**src/rtl/module_operand_entry_if.sv**
```systemverilog
// Operand-entry bus: keypad strobes in, captured operands and handshake out.
// master = the operand-entry block, slave = keypad driver / adder consumer.
interface module_operand_entry_if #(
  parameter int DIGITS = 3
);
  logic [3:0]          key_code;
  logic                key_valid;
  logic                key_enter;
  logic                key_clear;
  logic                operands_ack;
  logic [4*DIGITS-1:0] num1_hex;
  logic [4*DIGITS-1:0] num2_hex;
  logic                operands_valid;
  logic [1:0]          digit_count;
  logic [1:0]          state;

  modport master (
    input  key_code, key_valid, key_enter, key_clear, operands_ack,
    output num1_hex, num2_hex, operands_valid, digit_count, state
  );

  modport slave (
    output key_code, key_valid, key_enter, key_clear, operands_ack,
    input  num1_hex, num2_hex, operands_valid, digit_count, state
  );
endinterface

```
**src/rtl/module_operand_entry.sv**
```systemverilog
// Collects hex key strobes into two operands and offers them to the adder
// FSM with a valid/ack handshake. All outputs come straight from flops.
module module_operand_entry #(
  parameter int DIGITS = 3
) (
  input  logic                  clk,
  input  logic                  rst,
  module_operand_entry_if.master bus
);

  localparam int         OP_W    = 4 * DIGITS;
  localparam logic [1:0] MAX_CNT = 2'(DIGITS);

  typedef enum logic [1:0] {
    S_NUM1  = 2'b00,
    S_NUM2  = 2'b01,
    S_VALID = 2'b10,
    S_BAD   = 2'b11
  } state_e;

  state_e            state_q, state_d;
  logic [OP_W-1:0]   num1_q, num1_d;
  logic [OP_W-1:0]   num2_q, num2_d;
  logic [1:0]        cnt_q, cnt_d;
  logic              valid_q, valid_d;
  logic [OP_W-1:0]   op_cur, op_nxt;

  // First digit of an operand discards whatever was there before.
  function automatic logic [OP_W-1:0] load_digit(input logic [3:0] code);
    return OP_W'(code);
  endfunction

  // Truncating cast drops the top nibble; only reached while below DIGITS.
  function automatic logic [OP_W-1:0] shift_digit(input logic [OP_W-1:0] op,
                                                  input logic [3:0]      code);
    return OP_W'({op, code});
  endfunction

  always_ff @(posedge clk or negedge rst) begin
    if (!rst) begin
      state_q <= S_NUM1;
      num1_q  <= '0;
      num2_q  <= '0;
      cnt_q   <= 2'd0;
      valid_q <= 1'b0;
    end else begin
      state_q <= state_d;
      num1_q  <= num1_d;
      num2_q  <= num2_d;
      cnt_q   <= cnt_d;
      valid_q <= valid_d;
    end
  end

  always_comb begin
    state_d = state_q;
    num1_d  = num1_q;
    num2_d  = num2_q;
    cnt_d   = cnt_q;
    valid_d = valid_q;
    op_cur  = (state_q == S_NUM2) ? num2_q : num1_q;
    op_nxt  = op_cur;

    unique case (state_q)
      S_NUM1, S_NUM2: begin
        valid_d = 1'b0;
        // clear beats enter beats digit; losers in the same cycle are dropped
        if (bus.key_clear) begin
          op_nxt = '0;
          cnt_d  = 2'd0;
        end else if (bus.key_enter) begin
          cnt_d = 2'd0;
          if (state_q == S_NUM1) begin
            state_d = S_NUM2;
          end else begin
            state_d = S_VALID;
            valid_d = 1'b1;
          end
        end else if (bus.key_valid) begin
          if (cnt_q == 2'd0) begin
            op_nxt = load_digit(bus.key_code);
            cnt_d  = 2'd1;
          end else if (cnt_q < MAX_CNT) begin
            op_nxt = shift_digit(op_cur, bus.key_code);
            cnt_d  = 2'(cnt_q + 2'd1);
          end
        end

        if (state_q == S_NUM1) begin
          num1_d = op_nxt;
        end else begin
          num2_d = op_nxt;
        end
      end

      S_VALID: begin
        valid_d = 1'b1;
        cnt_d   = 2'd0;
        if (bus.operands_ack) begin
          state_d = S_NUM1;
          valid_d = 1'b0;
        end
      end

      default: begin
        state_d = S_NUM1;
        cnt_d   = 2'd0;
        valid_d = 1'b0;
      end
    endcase
  end

  assign bus.num1_hex       = num1_q;
  assign bus.num2_hex       = num2_q;
  assign bus.operands_valid = valid_q;
  assign bus.digit_count    = cnt_q;
  assign bus.state          = state_q;

endmodule
```
**src/flat_wrapper.sv**
```systemverilog
// flat-port wrapper written by rule: the top's interface ports become plain ports
module module_operand_entry_flat 
#(
  parameter int DIGITS = 3
)
  (clk, rst, bus_key_code, bus_key_valid, bus_key_enter, bus_key_clear, bus_operands_ack, bus_num1_hex, bus_num2_hex, bus_operands_valid, bus_digit_count, bus_state);
  module_operand_entry_if #(.DIGITS(DIGITS)) bus_i ();
  input  logic clk;
  input  logic rst;
  input wire logic [$bits(bus_i.key_code)-1:0] bus_key_code;
  input wire logic [$bits(bus_i.key_valid)-1:0] bus_key_valid;
  input wire logic [$bits(bus_i.key_enter)-1:0] bus_key_enter;
  input wire logic [$bits(bus_i.key_clear)-1:0] bus_key_clear;
  input wire logic [$bits(bus_i.operands_ack)-1:0] bus_operands_ack;
  output wire logic [$bits(bus_i.num1_hex)-1:0] bus_num1_hex;
  output wire logic [$bits(bus_i.num2_hex)-1:0] bus_num2_hex;
  output wire logic [$bits(bus_i.operands_valid)-1:0] bus_operands_valid;
  output wire logic [$bits(bus_i.digit_count)-1:0] bus_digit_count;
  output wire logic [$bits(bus_i.state)-1:0] bus_state;
  assign bus_i.key_code = bus_key_code;
  assign bus_i.key_valid = bus_key_valid;
  assign bus_i.key_enter = bus_key_enter;
  assign bus_i.key_clear = bus_key_clear;
  assign bus_i.operands_ack = bus_operands_ack;
  assign bus_num1_hex = bus_i.num1_hex;
  assign bus_num2_hex = bus_i.num2_hex;
  assign bus_operands_valid = bus_i.operands_valid;
  assign bus_digit_count = bus_i.digit_count;
  assign bus_state = bus_i.state;
  module_operand_entry #(.DIGITS(DIGITS)) u_core (.clk(clk), .rst(rst), .bus(bus_i));
endmodule
```
**config.mk**
```make
export PLATFORM = sky130hd
export DESIGN_NAME = module_operand_entry_flat
export DESIGN_NICKNAME = d
export VERILOG_FILES = /design/src/rtl/module_operand_entry_if.sv /design/src/rtl/module_operand_entry.sv /design/src/flat_wrapper.sv
export SDC_FILE = /design/constraint.sdc
export NUM_CORES = 1
export LEC_CHECK = 0
export CAP_MARGIN = 5
export CORE_MARGIN = 2
export CORE_UTILIZATION = 45
export CTS_BUF_LIST = sky130_fd_sc_hd__clkbuf_8
export CTS_CLUSTER_DIAMETER = 100
export DETAILED_ROUTE_END_ITERATION = 12
export HOLD_SLACK_MARGIN = 0.05
export PLACE_DENSITY = 0.89
export SETUP_SLACK_MARGIN = 0.3
export SLEW_MARGIN = 20
export SYNTH_ARGS = -nofsm -noshare
export SYNTH_HDL_FRONTEND = slang
export SYNTH_SLANG_ARGS = --single-unit
```
**constraint.sdc**
```tcl
create_clock -name clk -period 1.8 [get_ports clk]
set_clock_uncertainty 0.15 [all_clocks]
set_input_delay 0.54 -clock clk [delete_from_list [all_inputs] [get_ports clk]]
set_output_delay 0.54 -clock clk [all_outputs]
set_load 0.005 [all_outputs]
```
==> reports/qor.tcl <==
set qor(grt_setup_unrepaired) {true}
set qor(dr.first_iter.drc_count) 261
set qor(netlist_area_mm2) 0.00152
set qor(synth_fp_nets) 154
set qor(vdd.ir_drop.worst_v) 0.000619
set qor(ys_seq_area_frac) 0.476
set qor(clk_path_buf_depth) 2
set qor(ys_ff_latch) 29
set qor(globalplace.congestion) 0.930
set qor(grt_first_pass_wirelength_um) 8320
set qor(fin_cells) 279
set qor(global_route.overflow_total) 0
set qor(core_region_area_mm2) 0.00328
set qor(antenna_found_initial) 0
set qor(detailed_router_iteration_count_before_antenna_repair) 7
set qor(timing.critical_path.from_type) {register}
set qor(power_per_cell_area_mw_per_mm2) 1220
set qor(postSynthCellCount) 141
set qor(layout_common_cells) {buf_4, dfrtp_1, buf_2}
set qor(max_cap_violations) 0
set qor(placement.io_buffers) 38
set qor(yosys_most_used_dff) {dfrtp_1}
set qor(antenna_cells) 0
set qor(count_of_flip_flops_with_a_built_in_enable_after_synthesis) 0
set qor(net_total_in_the_final_layout) 245
set qor(synth-async-reset-ratio) 1.00
set qor(timing.setup.critical_path_class) {register to register}
set qor(io_pins) 39
set qor(insertion_delay_ps) 290
set qor(layout-drive-gt1-share) 0.558
set qor(cp.arrival_ps) 1790
set qor(cts_buffers) 5
set qor(final.period_utilization) 0.979
set qor(vias) 1598
set qor(endpoint_kind) {register}
set qor(clock-sinks) 29
set qor(root_buffer) {clkbuf_8}
set qor(netlist-cell-type-count) 38
set qor(drtAntennaViolNets) 0
set qor(outcome) {completed}
set qor(nFillCells) 192
set qor(power.leakage_uw) 0.00123
set qor(maxClockFrequency_mhz) 568
set qor(worst_slew_margin_relative_to_its_limit) 0.790
set qor(die_width_um) 62.2
set qor(tightestPinTransition_ps) 306
set qor(row_count) 21
set qor(drc) 0
set qor(report.final.slew_viol_count) 0
set qor(critPathMaxFanout) 6
set qor(fin_worst_hold_slack_ps) 396
set qor(die-height_um) 62.2
set qor(tritoncts) {done}
set qor(post_drt_via_cell_ratio) 5.73
set qor(timing.setup.tns_ps) 0
set qor(first_global_vias) 1615
set qor(period_minus_slack_ps) 1760
set qor(synth.avg_cell_area_um2) 10.8
set qor(final-hold-violation-count) 0
set qor(dp_slack_ps) -327
set qor(h-tree-depth) 2
set qor(post-place-cells) 235
set qor(final_critical_path_setup_slack_ps) 38.3
set qor(timing.hold.worst.class) {register to register}
set qor(design.die.area_mm2) 0.00387
set qor(post_drt_wl_per_cell_um) 19.5
set qor(timing.critical_path.required_ps) 1820
set qor(dp_hpwl_um) 3000
set qor(grt_start_max_net_pins) 30
set qor(initial_utilization) 0.464
set qor(areaGrowthSynthToFinish_pct) 63.2
set qor(total_routing_resource_utilization_after_global_routing) 0.279
set qor(mostFrequentLayoutCell) {buf_4}
set qor(cts.clk_slew.worst_paths_ps) 60
set qor(yosysWarnings) 0
set qor(timing.final.setup_violations) 0
set qor(routed_wl_um) 5440
synthesized netlist by cell type, types with 2 or more instances:
| master | n | area (um2) |
|---|---|---|
| buf_6 | 3 | 33.8 |
| inv_1 | 6 | 22.5 |
| buf_4 | 2 | 15.0 |
| a22o_1 | 13 | 114 |
| a32oi_1 | 2 | 17.5 |
| ha_1 | 3 | 37.5 |
| mux2i_1 | 8 | 80.1 |
| nor2_1 | 11 | 41.3 |
| o21ai_0 | 5 | 25.0 |
| o22ai_1 | 3 | 18.8 |
| nand2b_4 | 2 | 27.5 |
| o221a_2 | 3 | 33.8 |
| dfrtp_1 | 29 | 726 |
| a21oi_1 | 9 | 45.0 |
| or2_1 | 2 | 12.5 |
| nor3_1 | 5 | 25.0 |
| nor4_1 | 2 | 12.5 |
| nand2_1 | 9 | 33.8 |
| o32ai_1 | 2 | 17.5 |
| buf_2 | 4 | 20.0 |
state kept, by name, summed over array words and instances, names as in the netlist:
register                   flops
u_core.bus.operands_valid      1
u_core.bus.digit_count         2
u_core.bus.state               2
u_core.bus.num2_hex           12
u_core.bus.num1_hex           12
per-layer routing:
| metal | vias up | GRT usage | part of all wire |
|---|---|---|---|
| met5 | - | 0 | 0 |
| met4 | 0 | 0.128 | 0.041 |
| met3 | 30 | 0.0743 | 0.079 |
| met2 | 96 | 0.461 | 0.50 |
| met1 | 769 | 0.342 | 0.38 |
| li1 | 703 | - | - |
layout make-up:
| cell class | instances | area, um2 | area share |
|---|---|---|---|
| Inverter | 6 | 25.0 | 0.0101 |
| Multi-Input combinational cell | 96 | 875 | 0.352 |
| Clock buffer | 6 | 82.6 | 0.0332 |
| Tap cell | 46 | 57.6 | 0.0231 |
| Sequential cell | 29 | 727 | 0.292 |
| Clock inverter | 2 | 33.8 | 0.0136 |
| Timing Repair Buffer | 94 | 687 | 0.276 |
cell families after synthesis:
group,synth area share
fa+ha+maj,0.0246
mux,0.0525
xor+xnor,0.00575
buf+inv,0.0624
simple gates,0.165
flops,0.476
compound gates,0.213
final timing paths:
check / depth (start not counted) / end / slack (ps) / start
worst min register to register: 2 / u_core.bus.num2_hex[9] / 400 / u_core.bus.num2_hex[9]
worst max-delay path: 8 / u_core.bus.num1_hex[4] / 40 / u_core.bus.digit_count[0]
min in group asynchronous: 2 / u_core.bus.state[1] / 460 / rst
worst min-delay path: 2 / u_core.bus.num2_hex[9] / 400 / u_core.bus.num2_hex[9]
worst max register to register: 8 / u_core.bus.num1_hex[4] / 40 / u_core.bus.digit_count[0]
max in group asynchronous: 2 / u_core.bus.state[0] / 870 / rst
worst max-delay path, cell delays in order, from the launching register on:
cell     delay [ps]
dfrtp_1         410
buf_6           130
inv_4            60
ha_4            180
inv_2            60
a21oi_4         230
buf_6           150
o22ai_1          80
a22o_1          200
report_power, final:
part	internal (uW)	switching, uW	total, uW
sequential	827	98.6	925
clock	445	247	691
combinational	733	696	1430
total	2000	1040	3050
through the flow:
stage	area [um2]	utilization	total power (uW)
after floorplan	1560	-	1510
after global placement	2080	0.633	2020
after detailed placement	2080	0.633	2060
after CTS	2380	0.724	2830
after global routing	2490	0.757	3200
final	2490	0.757	3050
repair_timing:
action                                  in CTS  in global routing
buffers inserted                            29                  7
gates resized for setup                    137                 14
pin swaps                                    8                 10
hold buffers                                 0                  0
endpoints found under the setup margin      58                 52
(Power assumes the default switching activity.)
